[config.mk]
export PLATFORM = sky130hd
export DESIGN_NAME = seg_scan_ctrl
export DESIGN_NICKNAME = d
export VERILOG_FILES = /design/src/rtl/seg_pkg.sv /design/src/rtl/seg_tick_gen.sv /design/src/rtl/seg_scan_ctrl.sv
export SDC_FILE = /design/constraint.sdc
export NUM_CORES = 1
export LEC_CHECK = 0
export ABC_AREA = 1
export CAP_MARGIN = 10
export CORE_MARGIN = 1
export CORE_UTILIZATION = 50
export CTS_CLUSTER_SIZE = 40
export DETAILED_ROUTE_END_ITERATION = 6
export PLACE_DENSITY = 0.86
export SLEW_MARGIN = 30
export SYNTH_ARGS = -nofsm -noshare
export SYNTH_HDL_FRONTEND = slang
export SYNTH_HIERARCHICAL = 1
export SYNTH_SLANG_ARGS = --single-unit
[constraint.sdc]
create_clock -name clk -period 1.6 [get_ports clk]
set_input_delay 0.32 -clock clk [delete_from_list [all_inputs] [get_ports clk]]
set_output_delay 0.32 -clock clk [all_outputs]
set_load 0.02 [all_outputs]
[src/rtl/seg_pkg.sv]
// Shared types and constants for the 7-segment scan controller and its tick generator.
package seg_pkg;

    typedef enum logic {
        DIG0 = 1'b0,
        DIG1 = 1'b1
    } scan_state_t;

    localparam int DEFAULT_REFRESH_DIV = 125000;

    localparam logic DIG_LO = 1'b0;
    localparam logic DIG_HI = 1'b1;

    // Picks the nibble shown for a given digit select.
    function automatic logic [3:0] digit_nibble(input logic [7:0] value, input logic sel);
        return sel ? value[7:4] : value[3:0];
    endfunction

endpackage

[src/rtl/seg_tick_gen.sv]
// Free-running refresh counter; tick marks the terminal count of each digit slot.
module seg_tick_gen
    import seg_pkg::*;
#(
    parameter int REFRESH_DIV = DEFAULT_REFRESH_DIV
) (
    input  logic clk,
    input  logic rst,
    input  logic en,
    output logic tick
);

    localparam int CNT_W = $clog2(REFRESH_DIV);
    localparam logic [CNT_W-1:0] LAST = CNT_W'(REFRESH_DIV - 1);

    logic [CNT_W-1:0] cnt;

    // Gating with en lets a frozen terminal cycle hold its transition until release.
    assign tick = en && (cnt == LAST);

    // NOTE: sequential state uses non-blocking assignments so every register samples pre-edge values.
    always_ff @(posedge clk) begin
        if (rst) begin
            cnt <= '0;
        end else if (tick) begin
            cnt <= '0;
        end else if (en) begin
            cnt <= cnt + CNT_W'(1);
        end
    end

endmodule

[src/rtl/seg_scan_ctrl.sv]
// Two-digit scan controller with frame-aligned double buffering for the hex decoder stage.
module seg_scan_ctrl
    import seg_pkg::*;
#(
    parameter int REFRESH_DIV = DEFAULT_REFRESH_DIV
) (
    input  logic       clk,
    input  logic       rst,
    input  logic       wr_en,
    input  logic [7:0] wr_data,
    input  logic       freeze,
    output logic [3:0] din,
    output logic       sel_in,
    output logic       pending,
    output logic       frame_done
);

    scan_state_t state;
    logic [7:0]  disp;
    logic [7:0]  pend;
    logic        tick;
    logic        boundary;

    seg_tick_gen #(
        .REFRESH_DIV(REFRESH_DIV)
    ) u_tick (
        .clk (clk),
        .rst (rst),
        .en  (!freeze),
        .tick(tick)
    );

    assign boundary = tick && (state == DIG1);

    always_ff @(posedge clk) begin
        if (rst) begin
            state      <= DIG0;
            disp       <= '0;
            pend       <= '0;
            pending    <= 1'b0;
            din        <= '0;
            sel_in     <= DIG_LO;
            frame_done <= 1'b0;
        end else begin
            frame_done <= boundary;

            // A write coinciding with the boundary lands after the old value is transferred.
            if (wr_en) begin
                pend    <= wr_data;
                pending <= 1'b1;
            end else if (boundary) begin
                pending <= 1'b0;
            end

            if (tick) begin
                if (state == DIG0) begin
                    state  <= DIG1;
                    sel_in <= DIG_HI;
                    din    <= digit_nibble(disp, DIG_HI);
                end else begin
                    state  <= DIG0;
                    sel_in <= DIG_LO;
                    if (pending) begin
                        disp <= pend;
                        din  <= digit_nibble(pend, DIG_LO);
                    end else begin
                        din  <= digit_nibble(disp, DIG_LO);
                    end
                end
            end
        end
    end

endmodule
==> results of run 1 <==
-- what timing repair did --
| item | 4_1_cts | 5_1_grt |
|---|---|---|
| gates resized for setup | 6 | 7 |
| hold endpoints to repair | 0 | 0 |
| setup endpoints to repair | 6 | 13 |
-- state kept, by name (all words and copies together), names as in the netlist --
register,count
disp,8
pend,8
pending,1
u_tick/cnt,17
frame_done,1
state,1
din,4
-- cells by family after synthesis --
kind of cell | Yosys count
AOI/OAI and AO/OA | 38
xor gates and xnor gates | 6
adders and majority gates | 1
buffers and inverters | 40
DFF | 40
and+or+nand+nor | 129
-- worst max-delay path: cells and delay by family --
family | cells | cell delay (ps)
and+or+nand+nor | 7 | 740
buffers and inverters | 4 | 660
-- report_power, final --
part           internal (mW)  switching [mW]
registers               1.02         0.00957
logic                 0.0528          0.0658
clock network          0.326           0.334
total                   1.40           0.410
-- path summary, 6_finish.rpt --
check             cells after the start       to  slack [ps]      startpoint
setup / recovery                     11  disp[5]         130          freeze
hold / removal                        2  disp[1]         460         disp[1]
setup reg to reg                     11  disp[5]         150  u_tick/cnt[11]
hold reg to reg                       2  disp[1]         460         disp[1]
-- cells in the final DEF (no fill, tap or decap), types with 5 or more instances in the layout --
cell / Yosys / layout
clkbuf_4: 0 / 5
clkdlybuf4s50_1: 0 / 11
nor2_1: 41 / 40
buf_4: 0 / 9
inv_1: 33 / 32
dlygate4sd2_1: 0 / 6
dfxtp_1: 40 / 37
nand2_1: 50 / 50
a21oi_1: 19 / 19
nand3_1: 18 / 18
o21ai_0: 18 / 18
-- layer usage --
layer  routed length, um  vias to the layer above  global-route usage, %
met2                1670                       28                   34.2
met5                   0                        -                      0
met1                1760                      718                   25.6
li1                    -                      861                      -
met4                  41                        0                   4.36
met3                 117                        6                   4.93
-- area by class of cell --
type,count,area (um2)
fillers,317,1220
multi-input cells,174,872
flip-flops and latches,40,805
repair buffers,27,243
inverters,37,141
well taps,46,57.6
clock inverters,3,42.5
clock buffers,5,37.5
-- per-stage QoR --
| step | std cells | cell area (um2) | utilization [%] |
|---|---|---|---|
| finish | 332 | 2200 | 64.4 |
| global placement | 324 | 2110 | 61.8 |
| global route | 332 | 2200 | 64.4 |
| floorplan | 254 | 1840 | - |
| detailed placement | 324 | 2110 | 61.8 |
| CTS | 332 | 2180 | 63.9 |
==> flow_metrics.py, run 1 <==
metrics = {
    "timing": {
        "finClkSkew_ps": 7.15,
        "worst_slew_pin_slew_ps": 366,
        "setup_ws_ps": 127,
        "max_slew_margin_pct": 75.5,
        "drv_slew": 0,
        "fin_setup_tns_ps": 0,
        "hold_viol": 0,
        "rsz0062_at_grt": "yes",
        "finalCritPeriodShare_pct": 92.1,
        "holdWs_ps": 462,
        "setup_viol": 0,
        "layout_min_cycle_time_ps": 1470,
        "fmax_mhz": 679,
    },
    "setup_path": {
        "worstSetupPathType": "input pin to flop",
        "cp_common_cell": "nor2_1",
        "crit_required_ps": 1840,
        "crit_fanout": 8,
        "slowest_delay_ps": 410,
        "worst_path_max_delay_cell": "clkdlybuf4s50_1",
        "critPathLaunchType": "input pin",
        "arrival_ps": 1720,
        "endpoint_kind": "flop",
        "cp_cell_sequence": "clkdlybuf4s50_1 -> inv_1 -> nand2_2 -> nor3_4 -> nand3_2 -> inv_2 -> nand2_4 -> nor2_8 -> inv_4 -> nor2_1 -> nor2_1",
    },
    "placement": {
        "pre_cts_slack_ps": -280,
        "place.gp.congestion": 0.892,
        "port_buffers": 18,
        "post-dp-hpwl_mm": 2.63,
    },
    "finish": {
        "syn_to_final_growth_pct": 19.8,
        "final_nets": 298,
        "diodes": 0,
        "drive_above_1_share_pct": 14.0,
    },
    "floorplanning": {
        "die_x_um": 62.6,
        "io_pins": 19,
        "dieArea_um2": 3920,
        "initial_core_util_pct": 53.7,
        "die_h_um": 62.6,
        "row_count": 21,
        "coreArea_um2": 3420,
    },
    "yosys": {
        "syn_avg_cell_area_um2": 7.23,
        "netlist_instances": 254,
        "synth_top_area_share_pct": 43.6,
        "synth_fa_ha_area_share_pct": 0.682,
        "yosys_register_bits": 40,
        "synth_top_family_by_area": "simple AND/OR/NAND/NOR gates",
        "synth_most_common_cell": "nand2_1",
        "synth_top_area_cell": "dfxtp_1",
        "synth_edf_count": 0,
        "synth-simple-area-share_pct": 32.9,
        "synthXorXnorAreaFrac_pct": 2.86,
        "ys_async_sr_fraction_pct": 0,
        "yosys-top-cells-area": "dfxtp_1, nand2_1, nor2_1",
        "synth_commonest_cells": "nand2_1, nor2_1, dfxtp_1",
        "synth_cell_types": 26,
        "syn-num-nets": 267,
        "synthMuxAreaShare_pct": 0,
        "synth_seq_area_share_pct": 43.6,
        "ys.flop_type": "dfxtp_1",
        "netlist_area_um2": 1840,
        "yosys_warnings": 6,
        "synth-compound-area-share_pct": 10.6,
    },
    "flow_run": {
        "cap_violations": 0,
    },
    "power": {
        "leakage_nw": 0.977,
        "ir_drop_mv": 0.536,
        "pwr_density_cell_nw_per_um2": 821,
        "power_mw": 1.80,
    },
    "clocking": {
        "path_clk_slew_ps": 120,
        "clockBufferDepth": 2,
        "hold_buffers": 0,
        "cts_tree": "yes",
        "cts_buffers": 5,
        "cts-root-buf": "clkbuf_4",
        "postCtsSetupRepairBufs": 0,
        "ctsHtreeMaxLevel": 2,
        "clk_latency_ps": 340,
        "clock_sinks": 40,
    },
    "global_routing": {
        "gr-total-overflow": 0,
        "grt_pass1_vias": 1551,
        "grt_first_pass_wirelength_mm": 6.47,
        "grt_max_degree": 18,
        "antenna_found_initial": 0,
        "grtUsageTotal_pct": 20.1,
    },
    "routing": {
        "via_per_inst": 4.86,
        "ant_nets": 0,
        "first_iter_violations": 92,
        "wl_mm": 3.59,
        "drc": 0,
        "num_vias": 1613,
        "drt-wirelength-per-cell_um": 10.8,
        "dr.pass1.iters": 4,
    },
    "hold_path": {
        "holdCritPathClass": "flop to flop",
    },
    "run_status": {
        "status": "completed",
    },
}
(Power assumes the default switching activity.)
==> run 2: changes to the inputs <==
--- a/config.mk
+++ b/config.mk
@@ -8,12 +8,11 @@
 export ABC_AREA = 1
 export CAP_MARGIN = 10
 export CORE_MARGIN = 1
-export CORE_UTILIZATION = 50
+export CORE_UTILIZATION = 51
 export CTS_CLUSTER_SIZE = 40
 export DETAILED_ROUTE_END_ITERATION = 6
-export PLACE_DENSITY = 0.86
+export PLACE_DENSITY = 0.87
 export SLEW_MARGIN = 30
 export SYNTH_ARGS = -nofsm -noshare
 export SYNTH_HDL_FRONTEND = slang
-export SYNTH_HIERARCHICAL = 1
 export SYNTH_SLANG_ARGS = --single-unit
==> flow_metrics.py, run 2 <==
metrics = {
    "clocking": {
        "postCtsSetupRepairBufs": 0,
        "cts_tree": "yes",
        "clk_latency_ps": 300,
        "ctsHtreeMaxLevel": 2,
        "path_clk_slew_ps": 80,
        "cts-root-buf": "clkbuf_8",
        "clockBufferDepth": 2,
        "cts_buffers": 5,
        "clock_sinks": 40,
    },
    "setup_path": {
        "slowest_delay_ps": 600,
        "endpoint_kind": "primary output",
        "path_delay_family": "buffers and inverters",
        "cp_num_buf_inv": 1,
        "worstSetupPathType": "flop to primary output",
        "crit_fanout": 2,
        "arrival_ps": 1230,
        "cp_cell_sequence": "clkdlybuf4s50_1",
        "critPathLaunchType": "flop",
        "crit_required_ps": 1280,
        "worst_path_max_delay_cell": "clkdlybuf4s50_1",
    },
    "finish": {
        "postLayoutCoreUtil_pct": 65.6,
        "drive_above_1_share_pct": 16.3,
        "top_register": "u_tick.cnt",
        "final_nets": 332,
        "final_common_cell": "nand2_1",
        "top_regs": "u_tick.cnt x17, disp x8, pend x8",
        "syn_to_final_growth_pct": 21.5,
        "nFillCells": 332,
        "diodes": 0,
        "fin_area_um2": 2450,
        "final_cell_mix": "nand2_1, nor2_1, dfxtp_1",
        "final_cells": 368,
        "largest_reg_flops": 17,
    },
    "timing": {
        "layout_min_cycle_time_ps": 1550,
        "worst_slew_pin_slew_ps": 315,
        "rsz0062_at_grt": "no",
        "drv_slew": 0,
        "max_slew_margin_pct": 79.0,
        "fin_setup_tns_ps": 0,
        "holdWs_ps": 474,
        "hold_viol": 0,
        "fmax_mhz": 643,
        "setup_viol": 0,
        "setup_ws_ps": 45.7,
        "finalCritPeriodShare_pct": 97.1,
        "finClkSkew_ps": 6.81,
    },
    "floorplanning": {
        "io_pins": 19,
        "die_h_um": 64.9,
        "row_count": 22,
        "initial_core_util_pct": 54.0,
        "dieArea_um2": 4220,
        "die_x_um": 64.9,
        "coreArea_um2": 3740,
    },
    "power": {
        "power_mw": 1.89,
        "leakage_nw": 1.09,
        "p_int_mw": 1.43,
        "p_clk_share_pct": 38.4,
        "pwr_density_cell_nw_per_um2": 768,
        "p_sw_mw": 0.456,
        "seq_power_share_pct": 54.5,
        "switching_share_pct": 24.2,
        "combPwrFrac_pct": 7.1,
        "ir_drop_mv": 0.582,
    },
    "routing": {
        "num_vias": 1812,
        "ant_nets": 0,
        "wl_mm": 4.18,
        "via_per_inst": 4.92,
        "dr.pass1.iters": 4,
        "first_iter_violations": 134,
        "drc": 0,
        "drt-wirelength-per-cell_um": 11.4,
    },
    "yosys": {
        "netlist_instances": 286,
        "synth_top_area_share_pct": 39.6,
        "synth_top_area_cell": "dfxtp_1",
        "synth_cell_types": 31,
        "yosys_warnings": 0,
        "synth_seq_area_share_pct": 39.6,
        "syn_avg_cell_area_um2": 7.07,
        "yosys_register_bits": 40,
        "syn-num-nets": 299,
        "synth_edf_count": 0,
        "yosys-top-cells-area": "dfxtp_1, nand2_1, nor2_1",
        "netlist_area_um2": 2020,
        "ys_async_sr_fraction_pct": 0,
        "synth_commonest_cells": "nand2_1, nor2_1, dfxtp_1",
        "ys.flop_type": "dfxtp_1",
        "synth_most_common_cell": "nand2_1",
    },
    "placement": {
        "place_inst": 360,
        "pre_cts_slack_ps": -139,
        "post-dp-hpwl_mm": 3.04,
        "port_buffers": 18,
        "place_area_um2": 2340,
        "place.gp.congestion": 0.848,
    },
    "global_routing": {
        "antenna_found_initial": 0,
        "grtUsageTotal_pct": 22.6,
        "grt_pass1_vias": 1707,
        "gr-total-overflow": 0,
        "grt_first_pass_wirelength_mm": 7.28,
        "grt_max_degree": 14,
    },
    "run_status": {
        "status": "completed",
    },
    "flow_run": {
        "cap_violations": 0,
    },
    "hold_path": {
        "holdCritPathClass": "flop to flop",
    },
}
run 2: cell count changes after synthesis, moves of 3 or more:
cell / delta
nand2_1: +24
a21oi_1: -11
nor2_1: +9
nand3_1: -8
nor2_2: +8
nand4_1: +5
a21oi_2: +3
o21ai_0: -3
run 2: path summary, 6_finish.rpt:
kind | end | cells past startpoint | from | slack (ps)
hold reg to reg | din[1] | 2 | din[1] | 470
setup / recovery | sel_in | 1 | state | 50
setup reg to reg | din[3] | 8 | u_tick.cnt[0] | 100
hold / removal | din[1] | 2 | din[1] | 470
run 2: cell families after synthesis:
logic type / count (synthesis) / synth area share, %
simple gates: 171 / 41.1
buf+inv: 41 / 8.67
flops: 40 / 39.6
compound gates: 27 / 7.43
xor+xnor: 6 / 2.60
fa+ha+maj: 1 / 0.619
run 2: area by class of cell:
| type | instances | area, um2 | share of cell area [%] |
|---|---|---|---|
| Clock inverter | 2 | 15.0 | 0.612 |
| Sequential cell | 40 | 801 | 32.6 |
| Tap cell | 48 | 60.1 | 2.45 |
| Clock buffer | 6 | 82.6 | 3.36 |
| Inverter | 35 | 134 | 5.45 |
| Timing Repair Buffer | 32 | 308 | 12.5 |
| Multi-Input combinational cell | 205 | 1050 | 43.0 |
run 2: power by group through the flow:
| stage | combinational [mW] | sequential, mW | clock (mW) |
|---|---|---|---|
| final | 0.133 | 1.03 | 0.724 |
| after global routing | 0.148 | 1.03 | 0.778 |
| after global placement | 0.129 | 1.05 | 0 |
| after CTS | 0.134 | 1.03 | 0.723 |
| after detailed placement | 0.132 | 1.05 | 0 |
| after floorplan | 0.0684 | 1.05 | 0 |
run 2: routing by layer:
layer | part of all wire (%) | track usage (%) | vias to the layer above | wire length, um
li1 | - | - | 962 | -
met4 | 1.6 | 10.0 | 0 | 66
met3 | 4.2 | 5.63 | 7 | 174
met5 | 0 | 0 | - | 0
met2 | 48 | 37.6 | 35 | 2000
met1 | 46 | 27.2 | 808 | 1940
run 2: timing repair:
action,in CTS,in global routing
hold buffers,0,0
endpoints found under the setup margin,3,27
gates cloned,0,0
resized for setup,2,7
